## config.mk

```make
export PLATFORM = sky130hd
export DESIGN_NAME = pll_reset_sequencer
export DESIGN_NICKNAME = d
export VERILOG_FILES = /design/src/rtl/pll_seq_pkg.sv /design/src/rtl/sync2.sv /design/src/rtl/pll_reset_sequencer.sv
export SDC_FILE = /design/constraint.sdc
export NUM_CORES = 1
export LEC_CHECK = 0
export ABC_AREA = 1
export CELL_PAD_IN_SITES_DETAIL_PLACEMENT = 1
export CELL_PAD_IN_SITES_GLOBAL_PLACEMENT = 2
export CORE_MARGIN = 1
export CORE_UTILIZATION = 37
export CTS_CLUSTER_SIZE = 28
export DETAILED_ROUTE_END_ITERATION = 8
export PLACE_DENSITY_LB_ADDON = 0.1
export SLEW_MARGIN = 20
export SYNTH_ARGS = -nofsm -noshare
export SYNTH_HDL_FRONTEND = slang
export SYNTH_SLANG_ARGS = --single-unit
```

## constraint.sdc

```tcl
create_clock -name clkin -period 5.09 [get_ports clkin]
set_clock_uncertainty 0.15 [all_clocks]
set_input_delay 1.018 -clock clkin [delete_from_list [all_inputs] [get_ports clkin]]
set_output_delay 1.018 -clock clkin [all_outputs]
set_load 0.05 [all_outputs]
```

## src/rtl/pll_seq_pkg.sv

```systemverilog
// Shared types and constants for the PLL reset sequencer: state encoding and
// relock counter width with its saturating increment.
package pll_seq_pkg;

  typedef enum logic [1:0] {
    ST_RESET_PLL = 2'd0,
    ST_WAIT_LOCK = 2'd1,
    ST_RUN       = 2'd2
  } pll_state_e;

  localparam int unsigned RELOCK_CNT_W = 8;
  localparam logic [RELOCK_CNT_W-1:0] RELOCK_CNT_MAX = '1;

  function automatic logic [RELOCK_CNT_W-1:0] relock_sat_inc(
    input logic [RELOCK_CNT_W-1:0] v
  );
    return (v == RELOCK_CNT_MAX) ? v : v + 1'b1;
  endfunction

endpackage

```

## src/rtl/sync2.sv

```systemverilog
// Two-flop synchronizer bringing an asynchronous level into the local clock
// domain; both flops clear to 0 on reset.
module sync2 (
  input  logic clk,
  input  logic rst_n,
  input  logic i_d,
  output logic o_q
);

  logic r_meta;
  logic r_sync;

  always_ff @(posedge clk or negedge rst_n) begin
    if (!rst_n) begin
      r_meta <= 1'b0;
      r_sync <= 1'b0;
    end else begin
      r_meta <= i_d;
      r_sync <= r_meta;
    end
  end

  assign o_q = r_sync;

endmodule

```

## src/rtl/pll_reset_sequencer.sv

```systemverilog
// Sequences PLL reset, waits for a filtered lock, then releases downstream
// reset; re-runs the sequence on lock loss, forced relock or lock timeout.
module pll_reset_sequencer
  import pll_seq_pkg::*;
#(
  parameter int unsigned PLL_RST_CYCLES = 16,
  parameter int unsigned LOCK_FILTER    = 1024,
  parameter int unsigned RELOCK_TIMEOUT = 1048576
) (
  input  logic                    clkin,
  input  logic                    rst_n,
  input  logic                    pll_locked,
  input  logic                    force_relock,
  output logic                    pll_rst,
  output logic                    sys_rst_n,
  output logic                    ready,
  output logic [1:0]              state,
  output logic [RELOCK_CNT_W-1:0] relock_count
);

  localparam int unsigned RST_CNT_W = $clog2(PLL_RST_CYCLES) + 1;
  localparam int unsigned FILT_W    = $clog2(LOCK_FILTER) + 1;
  localparam int unsigned TMO_W     = $clog2(RELOCK_TIMEOUT) + 1;

  pll_state_e              r_state;
  logic                    r_pll_rst;
  logic                    r_sys_rst_n;
  logic                    r_ready;
  logic [RELOCK_CNT_W-1:0] r_relock_cnt;
  logic [RST_CNT_W-1:0]    r_rst_cnt;
  logic [FILT_W-1:0]       r_filt_cnt;
  logic [TMO_W-1:0]        r_tmo_cnt;

  logic                    w_lock_s;
  logic [FILT_W-1:0]       w_filt_next;
  logic [TMO_W-1:0]        w_tmo_next;
  logic                    w_filt_done;
  logic                    w_tmo_done;
  logic                    w_rst_done;

  sync2 u_lock_sync (
    .clk   (clkin),
    .rst_n (rst_n),
    .i_d   (pll_locked),
    .o_q   (w_lock_s)
  );

  // Lock filter restarts on any unlocked cycle; decisions look at the next value.
  assign w_filt_next = w_lock_s ? (r_filt_cnt + 1'b1) : '0;
  assign w_tmo_next  = r_tmo_cnt + 1'b1;
  assign w_filt_done = (w_filt_next == FILT_W'(LOCK_FILTER));
  assign w_tmo_done  = (w_tmo_next == TMO_W'(RELOCK_TIMEOUT));
  assign w_rst_done  = (r_rst_cnt == RST_CNT_W'(PLL_RST_CYCLES - 1));

  always_ff @(posedge clkin or negedge rst_n) begin
    if (!rst_n) begin
      r_state      <= ST_RESET_PLL;
      r_pll_rst    <= 1'b1;
      r_sys_rst_n  <= 1'b0;
      r_ready      <= 1'b0;
      r_relock_cnt <= '0;
      r_rst_cnt    <= '0;
      r_filt_cnt   <= '0;
      r_tmo_cnt    <= '0;
    end else begin
      case (r_state)
        ST_RESET_PLL: begin
          if (w_rst_done) begin
            r_state    <= ST_WAIT_LOCK;
            r_pll_rst  <= 1'b0;
            r_rst_cnt  <= '0;
            r_filt_cnt <= '0;
            r_tmo_cnt  <= '0;
          end else begin
            r_rst_cnt <= r_rst_cnt + 1'b1;
          end
        end

        // A forced relock beats both filter completion and timeout.
        ST_WAIT_LOCK: begin
          if (force_relock) begin
            r_state      <= ST_RESET_PLL;
            r_pll_rst    <= 1'b1;
            r_rst_cnt    <= '0;
            r_relock_cnt <= relock_sat_inc(r_relock_cnt);
          end else if (w_filt_done) begin
            r_state     <= ST_RUN;
            r_sys_rst_n <= 1'b1;
            r_ready     <= 1'b1;
          end else if (w_tmo_done) begin
            r_state   <= ST_RESET_PLL;
            r_pll_rst <= 1'b1;
            r_rst_cnt <= '0;
          end else begin
            r_filt_cnt <= w_filt_next;
            r_tmo_cnt  <= w_tmo_next;
          end
        end

        ST_RUN: begin
          if (!w_lock_s || force_relock) begin
            r_state      <= ST_RESET_PLL;
            r_pll_rst    <= 1'b1;
            r_sys_rst_n  <= 1'b0;
            r_ready      <= 1'b0;
            r_rst_cnt    <= '0;
            r_relock_cnt <= relock_sat_inc(r_relock_cnt);
          end
        end

        default: begin
          r_state     <= ST_RESET_PLL;
          r_pll_rst   <= 1'b1;
          r_sys_rst_n <= 1'b0;
          r_ready     <= 1'b0;
          r_rst_cnt   <= '0;
        end
      endcase
    end
  end

  assign pll_rst      = r_pll_rst;
  assign sys_rst_n    = r_sys_rst_n;
  assign ready        = r_ready;
  assign state        = r_state;
  assign relock_count = r_relock_cnt;

endmodule
```

==> results of run 1 <==
-- report_power, final --
group	internal, W	total (W)	switching [W]
Sequential	0.000472	0.000551	0.0000796
Clock	0.000147	0.000302	0.000155
Combinational	0.000206	0.000762	0.000557
Total	0.000824	0.00162	0.000792
-- per-stage QoR --
| step | instance area [sq um] | setup WS [ps] | instances | utilization, % | hold slack [ps] |
|---|---|---|---|---|---|
| 6_report | 4000 | 2230 | 675 | 42.5 | 209 |
| 5_1_grt | 4000 | 1980 | 675 | 42.5 | 229 |
| 4_1_cts | 4000 | 2220 | 675 | 42.5 | 211 |
| 3_5_place_dp | 3890 | 2200 | 667 | 41.3 | 186 |
| 3_3_place_gp | 3890 | 2300 | 667 | 41.3 | 184 |
| 2_1_floorplan | 3660 | 2800 | 533 | - | 181 |
-- routing by layer --
metal | GRT usage, % | up-vias | routed length [um]
met5 | 0 | - | 0
met4 | 5.57 | 0 | 140
met3 | 2.42 | 9 | 102
met2 | 39.0 | 20 | 5020
met1 | 27.1 | 1665 | 4830
li1 | - | 1709 | -
-- path summary, 6_finish.rpt --
check / slack, ps / end / start
hold reg to reg: 210 / u_lock_sync.o_q$_DFF_PN0_ / u_lock_sync.r_meta$_DFF_PN0_
hold / removal: 210 / u_lock_sync.o_q$_DFF_PN0_ / u_lock_sync.r_meta$_DFF_PN0_
min in group asynchronous: 670 / r_tmo_cnt[5]$_DFFE_PN0P_ / rst_n
setup reg to reg: 2230 / r_tmo_cnt[16]$_DFFE_PN0P_ / r_tmo_cnt[0]$_DFFE_PN0P_
max in group asynchronous: 3630 / relock_count[4]$_DFFE_PN0P_ / rst_n
setup / recovery: 2230 / r_tmo_cnt[16]$_DFFE_PN0P_ / r_tmo_cnt[0]$_DFFE_PN0P_
-- flip-flops by register name (all words and copies together), names as in the netlist --
signal              cells
r_tmo_cnt              21
r_filt_cnt             11
relock_count            8
r_rst_cnt               5
state                   2
pll_rst                 1
ready                   1
u_lock_sync.o_q         1
u_lock_sync.r_meta      1
-- synth_stat cells, drive strengths merged --
master	number	area (sq um)
inv	48	180
or2	3	18.8
ha	8	100
clkinv	3	11.3
o21ai	16	83.8
nand4	12	90.1
buf	7	86.3
nand3b	3	22.5
dfrtp	50	1250
nor3	2	10.0
nor2	88	370
nand3	76	495
dfstp	1	26.3
a21oi	7	35.0
nor3b	1	7.51
and2	1	6.26
clkbuf	7	26.3
xor2	7	61.3
o21bai	4	30.0
nand2	186	718
mux2	1	11.3
xnor2	2	17.5
-- worst max-delay path, cell delays in order (launching register included) --
cell and delay (ps):
dfrtp_1 500, ha_1 260, nand2_2 120, nor2_4 200, nand3_1 100, nand2_1 180, nand2_1 80, nor2_1 140
nand2_1 90, nor2_2 120, nand3_2 130, nand3_2 120, nand2_4 300, nand3_1 180, nand2_1 80
-- kinds of logic (layout without fill, tap and decap cells) --
| kind of cell | count (synthesis) | count (layout) |
|---|---|---|
| flops | 51 | 51 |
| mux | 1 | 1 |
| xor+xnor | 9 | 9 |
| fa+ha+maj | 8 | 8 |
| buf+inv | 65 | 78 |
| compound gates | 27 | 27 |
| simple gates | 372 | 372 |
-- layout make-up --
type / instances / area (sq um) / area share (%)
Tap cell: 129 / 161 / 4.04
Multi-Input combinational cell: 417 / 2080 / 52.0
Clock inverter: 3 / 43.8 / 1.10
Sequential cell: 51 / 1280 / 31.9
Timing Repair Buffer: 19 / 178 / 4.44
Inverter: 51 / 191 / 4.79
Clock buffer: 5 / 68.8 / 1.72
==> impl_metrics.ini, run 1 <==
[timing]
finalSetupViolCount = 0
report.final.slew_viol_count = 0
tns_ps = 0
period_minus_slack_ps = 2860
rsz0062_at_grt = no
tightest_slew_ps = 721
slew_headroom_pct = 51.9
fin_crit_sh_pct = 56.3
fmax_mhz = 349
hold_violations = 0

[global_routing]
grt_usage_pct = 21.5
antenna_found_initial = 0
grt.overflow.total = 0
grt_pass1_vias = 3520
grt_max_degree = 52
grt_pass1_wl_mm = 17.3

[route]
vias = 3403
routedWlPerCell_um = 14.9
drt_pass1_iterations = 4
drtIter0Drc = 105
routed_wl_mm = 10.1
drc = 0
viasPerCell = 5.04
antenna_left = 0

[placed_design]
gp_congestion = 0.851
dp_hpwl_mm = 7.25
port_buffers = 16

[cells_and_area]
final_common_cell = nand2_1
layout.nets = 557
nFillCells = 1229
antenna_cells = 0
syn_to_final_growth_pct = 9.27
final_layout_size_suffix_gt1_share_pct = 10.3
most-common-layout-cells = nand2_1 (180), nor2_1 (80), nand3_1 (53), dfrtp_1 (50), inv_1 (48)

[cts]
cts_resized = 0
cts.sink_count = 51
clk_latency_ps = 320
post_cts.repair.setup_buffers = 0
clkSlewWorstSetupHoldPaths_ps = 110
htreeDepth = 2
cts_root_buf = clkbuf_8
numCtsBuffers = 5
tritoncts = yes
hold_buffers = 0
cts_max_path_buffers = 2

[logic_synthesis]
synthesis.area_sq_um = 3660
synth_cell_types = 32
synthCells = 533
synth-xor-area-share_pct = 2.15
yosysSeqAreaShare_pct = 34.9
synth_compound_area_share_pct = 4.07
synthAdderAreaFrac_pct = 2.74
ys_ff_latch = 51
yosys_warnings = 0
synth_top_family_by_area = simple AND/OR/NAND/NOR gates
synth-simple-area-share_pct = 47.5
syn_area_per_cell_sq_um = 6.87
synth_nets = 545
synthMuxAreaShare_pct = 0.308

[worst_setup_path]
cp.required_ps = 5150
crit_fanout = 32
cp-end-kind = flip-flop
ff2ff_path_depth = 14
worstPathArrival_ps = 2930
critPathLaunchType = flip-flop
critical_path_class = reg -> reg

[die]
core_sq_um = 9420
ioPinCount = 17
die_x_um = 101
die_area_sq_um = 10300
start_util_pct = 38.9
die_height_um = 101
fp-row-count = 35

[job]
max_cap_violations = 0

[min_path]
hold_path_depth = 0
worstHoldPathType = reg -> reg

[run_status]
status = finished clean

[pwr]
p_leak_nw = 1.91
ir_worst_vdd_mv = 0.349
power.total_w = 0.00162
powerDensity_nw_per_um2 = 404
No activity file was read; power rests on OpenSTA's default activity.
==> run 2, diff against run 1 <==
- CORE_UTILIZATION: 37 -> 35
- clock period: 5.09 -> 3 ns (I/O delays scaled with it)
==> run 2 against run 1 <==
Against the previous run: cell count grew 1.2%; via count grew 0.47%; sequential share of layout area shrank 0.26 points; fmax grew 7.0%; combinational power grew 78%; routed wire length grew 4.5%; clock power grew 44%; power grew 68%; sequential power grew 68%; largest cell class unchanged.
==> impl_metrics.ini, run 2 (synthesis results as in run 1) <==
[route]
routed_wl_mm = 10.5
drt_pass1_iterations = 4
drtIter0Drc = 87
antenna_left = 0
drc = 0
vias = 3419
viasPerCell = 5.01
routedWlPerCell_um = 15.4

[cts]
cts_resized = 0
clkSlewWorstSetupHoldPaths_ps = 110
hold_buffers = 0
cts_max_path_buffers = 2
cts_root_buf = clkbuf_8
numCtsBuffers = 5
tritoncts = yes
cts.sink_count = 51
clk_latency_ps = 320
post_cts.repair.setup_buffers = 0
htreeDepth = 2

[cells_and_area]
stdcell_count = 683
most-common-layout-cells = nand2_1 (180), nor2_1 (80), nand3_1 (53), dfrtp_1 (50), inv_1 (48)
top_register = r_tmo_cnt
syn_to_final_growth_pct = 10.2
antenna_cells = 0
layout.nets = 561
final_common_cell = nand2_1
largest_reg_flops = 21
final_layout_size_suffix_gt1_share_pct = 10.9

[pwr]
ir_worst_vdd_mv = 0.402
power.total_w = 0.00272
powerDensity_nw_per_um2 = 675
p_leak_nw = 1.92

[timing]
report.final.slew_viol_count = 0
fmax_mhz = 374
hold_violations = 0
tns_ps = 0
fin_crit_sh_pct = 89.2
finalSetupViolCount = 0
slew_headroom_pct = 66.2
tightest_slew_ps = 505
period_minus_slack_ps = 2680
rsz0062_at_grt = no

[min_path]
worstHoldPathType = in -> async

[worst_setup_path]
cp_cell_sequence = ha_1 > nand2_2 > nor2_4 > nand3_1 > nand2_1 > nand3_1 > nor2_1 > nand3_1 > nor2_1 > nand3_2 > nand4_4 > nand2_1 > nand2_1
cp_top_family = simple AND/OR/NAND/NOR gates
worstPathArrival_ps = 2790
critical_path_class = reg -> reg
cp.required_ps = 3110
cp-end-kind = flip-flop
crit_fanout = 16
worst-path-buf-inv = 0
worstReg2RegStart = r_tmo_cnt[0]$_DFFE_PN0P_
ff2ff_path_depth = 13
slowest_delay_ps = 480
worstReg2RegEnd = r_filt_cnt[5]$_DFFE_PN0P_
r2r_slack_ps = 320
critPathLaunchType = flip-flop
crit_path_top_delay_cell = dfrtp_1

[die]
die_height_um = 104
core_sq_um = 9950
die_x_um = 104
start_util_pct = 36.8
fp-row-count = 36
ioPinCount = 17
die_area_sq_um = 10900

[placed_design]
place_inst = 674
dp_hpwl_mm = 7.52
gp_congestion = 0.795
port_buffers = 16

[global_routing]
grt_pass1_vias = 3623
grt_max_degree = 35
grt_pass1_wl_mm = 17.7
grt.overflow.total = 0
antenna_found_initial = 0
grt_usage_pct = 20.3

[job]
max_cap_violations = 0

[run_status]
status = finished clean
[run 2: metal layers]
| layer | part of all wire, % | track usage, % | wire length [um] | vias up |
|---|---|---|---|---|
| met1 | 48 | 24.8 | 5030 | 1659 |
| met3 | 1.5 | 2.76 | 160 | 11 |
| met5 | 0 | 0 | 0 | - |
| li1 | - | - | - | 1722 |
| met2 | 50 | 37.0 | 5230 | 27 |
| met4 | 1.1 | 5.71 | 121 | 0 |
[run 2: power breakdown]
group	leakage (nW)	switching (W)	internal, W
Combinational	1.19	0.000983	0.000375
Clock	0.0483	0.000268	0.000165
Sequential	0.681	0.000128	0.000801
[run 2: how the worst max path moves through the flow]
stage / slack [ps] / cells after the start / endpoint / start
after floorplan: 710 / 9 / relock_count[7]$_DFFE_PN0P_ / state[0]$_DFFE_PN0P_
after global placement: 360 / 14 / r_filt_cnt[0]$_DFFE_PN0P_ / r_tmo_cnt[0]$_DFFE_PN0P_
after detailed placement: 220 / 14 / r_filt_cnt[2]$_DFFE_PN0P_ / r_tmo_cnt[0]$_DFFE_PN0P_
after CTS: 190 / 14 / r_filt_cnt[9]$_DFFE_PN0P_ / r_tmo_cnt[0]$_DFFE_PN0P_
after global routing: 40 / 14 / r_filt_cnt[2]$_DFFE_PN0P_ / r_tmo_cnt[0]$_DFFE_PN0P_
final: 320 / 13 / r_filt_cnt[5]$_DFFE_PN0P_ / r_tmo_cnt[0]$_DFFE_PN0P_
[run 2: through the flow]
step | setup WS (ps) | utilization, % | cell area, sq um | hold slack (ps)
floorplan | 712 | - | 3660 | 154
global placement | 362 | 39.3 | 3910 | 182
detailed placement | 217 | 39.3 | 3910 | 187
CTS | 189 | 40.2 | 4000 | 17.7
global route | 38.1 | 40.5 | 4030 | 14.6
finish | 325 | 40.5 | 4030 | 3.91
[run 2: layout make-up]
cell class	instances	area (sq um)
timing repair buffer	22	200
inverter	51	191
sequential	51	1280
fill	1320	5920
clock buffer	5	68.8
clock inverter	3	18.8
tap	133	166
multi-input combinational	418	2110
[run 2: worst reg2reg max path, stage by stage, from the launching register on]
cell and delay (ps):
dfrtp_1 480, ha_1 250, nand2_2 110, nor2_4 180
nand3_1 100, nand2_1 170, nand3_1 90, nor2_1 140
nand3_1 80, nor2_1 190, nand3_2 200, nand4_4 280
nand2_1 110, nand2_1 70
==> run 3, diff against run 2 <==
- ABC_AREA: 1 -> 0
- CORE_UTILIZATION: 35 -> 38
==> run 3 against run 2 <==
Against the previous run: cell count down 20%; sequential share of layout area is 0.75 points lower; non-clock buffer count grew 48; die area shrank 14%; critical endpoint is now r_tmo_cnt[0]$_DFFE_PN0P_; power increased by 1.5%; clock power up 13%.
==> impl_metrics.ini, run 3 <==
[logic_synthesis]
synth_async_sr_flop_share_pct = 100
synth_ff_type = dfrtp_1
yosysSeqAreaShare_pct = 37.6
syn_area_per_cell_sq_um = 8.91
synth.most_common_cell = dfrtp_1
synth_edf_count = 0
yosys_warnings = 0
synth_common_cells = dfrtp_1 (50), nand2_1 (33), nand3_1 (28)
synth.top_cells.by_area = dfrtp_1 (37%), a31oi_1 (5.0%), nand3_1 (4.1%)
synthesis.area_sq_um = 3400
synth_nets = 394
synth_cell_types = 62
yosysTopAreaCellShare_pct = 36.8
synth_top_cell_by_area = dfrtp_1
ys_ff_latch = 51
synthCells = 382

[die]
start_util_pct = 39.2
ioPinCount = 17
fp-row-count = 34
die_height_um = 96.6
core_sq_um = 8680
die_x_um = 96.6
die_area_sq_um = 9340

[timing]
fmax_mhz = 344
slew_headroom_pct = 61.9
period_minus_slack_ps = 2910
timing.hold.ws_ps = 82.6
hold_violations = 0
tns_ps = 0
tightest_slew_ps = 570
report.final.slew_viol_count = 0
finalSetupViolCount = 0
fin_crit_sh_pct = 96.9

[global_routing]
grt.overflow.total = 0
grt_usage_pct = 22.2
grt_max_degree = 28
grt_pass1_wl_mm = 16.9
grt_pass1_vias = 3313
antenna_found_initial = 0

[cts]
tritoncts = yes
htreeDepth = 2
clkSlewWorstSetupHoldPaths_ps = 100
cts.sink_count = 51
numCtsBuffers = 5
cts_root_buf = clkbuf_8
cts_max_path_buffers = 2
hold_buffers = 0
clk_latency_ps = 310

[placed_design]
place_inst = 534
dp_hpwl_mm = 7.38
gp_congestion = 0.849
port_buffers = 16

[pwr]
ir_worst_vdd_mv = 0.528
p_leak_nw = 1.79
powerDensity_nw_per_um2 = 665

[cells_and_area]
final_common_cell = buf_4
final_layout_size_suffix_gt1_share_pct = 21.6
nFillCells = 1045
syn_to_final_growth_pct = 22.0
most-common-layout-cells = buf_4 (53), dfrtp_1 (45), nand2_1 (32), a31oi_1 (27), nand3_1 (25)
top_register = r_tmo_cnt
largest_reg_flops = 21
antenna_cells = 0
layout.nets = 448
stdcell_count = 544

[run_status]
status = finished clean

[worst_setup_path]
cp.required_ps = 3060
ff2ff_path_depth = 10
cp_top_family = simple AND/OR/NAND/NOR gates
worstReg2RegStart = r_tmo_cnt[1]$_DFFE_PN0P_
critical_path_class = reg -> reg
worstReg2RegEnd = r_tmo_cnt[0]$_DFFE_PN0P_
crit_path_top_delay_cell = dfrtp_2
crit_fanout = 6
r2r_slack_ps = 90
worst-path-buf-inv = 1
cp_cell_sequence = ha_4 > and4_1 > nand4_1 > o21ai_0 > a31o_1 > nor4_4 > and2_4 > o21ai_2 > buf_4 > mux2_4
slowest_delay_ps = 470
worstPathArrival_ps = 2960
cp-end-kind = flip-flop
critPathLaunchType = flip-flop

[route]
drc = 0
routed_wl_mm = 10.2
dr_wl_met3_um = 209
antenna_left = 0
viasPerCell = 5.85
drtIter0Drc = 151
top_layer = met4
dr_wl_met2_mm = 4.72
routedWlPerCell_um = 18.7
drt_pass1_iterations = 4
vias = 3182
met1_length_mm = 5.20

[min_path]
worstHoldPathType = in -> async

[job]
max_cap_violations = 0
[run 3: logic make-up after synthesis]
logic type                 synth area share, %
and+or+nand+nor                           28.2
AOI/OAI and AO/OA                         18.6
DFF                                       37.6
buffers and inverters                     5.85
xor gates and xnor gates                  4.12
muxes                                     2.68
adders and majority gates                 2.94
[run 3: worst max-delay path by stage]
stage | from | endpoint | depth (start not counted)
floorplan | r_tmo_cnt[7]$_DFFE_PN0P_ | state[0]$_DFFE_PN0P_ | 10
finish | r_tmo_cnt[1]$_DFFE_PN0P_ | r_tmo_cnt[0]$_DFFE_PN0P_ | 10
global placement | r_tmo_cnt[1]$_DFFE_PN0P_ | r_filt_cnt[10]$_DFFE_PN0P_ | 11
global route | r_tmo_cnt[0]$_DFFE_PN0P_ | r_tmo_cnt[9]$_DFFE_PN0P_ | 11
CTS | r_tmo_cnt[1]$_DFFE_PN0P_ | r_tmo_cnt[13]$_DFFE_PN0P_ | 11
detailed placement | r_tmo_cnt[1]$_DFFE_PN0P_ | r_tmo_cnt[0]$_DFFE_PN0P_ | 10
[run 3: final cells by class]
cell class	count	area (sq um)	area share (%)
inverters	19	71.3	1.72
repair buffers	70	564	13.6
clock inverters	2	37.5	0.905
well taps	108	135	3.26
flip-flops and latches	51	1280	30.9
multi-input cells	289	1990	47.9
clock buffers	5	68.8	1.66
[run 3: routing by layer]
layer	global-route usage, %	up-vias
met1	32.0	1605
met2	36.2	36
met3	2.67	2
met4	3.79	0
li1	-	1539
met5	0	-
[run 3: report_power, final]
part | switching (W) | internal, W | total [W]
combinational | 0.000794 | 0.000532 | 0.00133
clock | 0.000247 | 0.000245 | 0.000492
sequential | 0.000133 | 0.000808 | 0.000942
[run 3: timing repair]
action / 4_1_cts / 5_1_grt
resized for setup: 1 / 17
gates cloned: 0 / 1
setup endpoints to repair: 10 / 38
setup buffers: 0 / 2
pin swaps: 0 / 8
[run 3: metrics by stage]
| stage | setup WS [ps] | instance area [sq um] | total power, W | utilization [%] |
|---|---|---|---|---|
| finish | 92.3 | 4150 | 0.00276 | 47.8 |
| global route | -19.1 | 4150 | 0.00294 | 47.8 |
| CTS | 0.979 | 4060 | 0.00274 | 46.8 |
| detailed placement | -13.5 | 3960 | 0.00223 | 45.6 |
| global placement | 62.8 | 3960 | 0.00220 | 45.6 |
| floorplan | 55.4 | 3400 | 0.00176 | - |
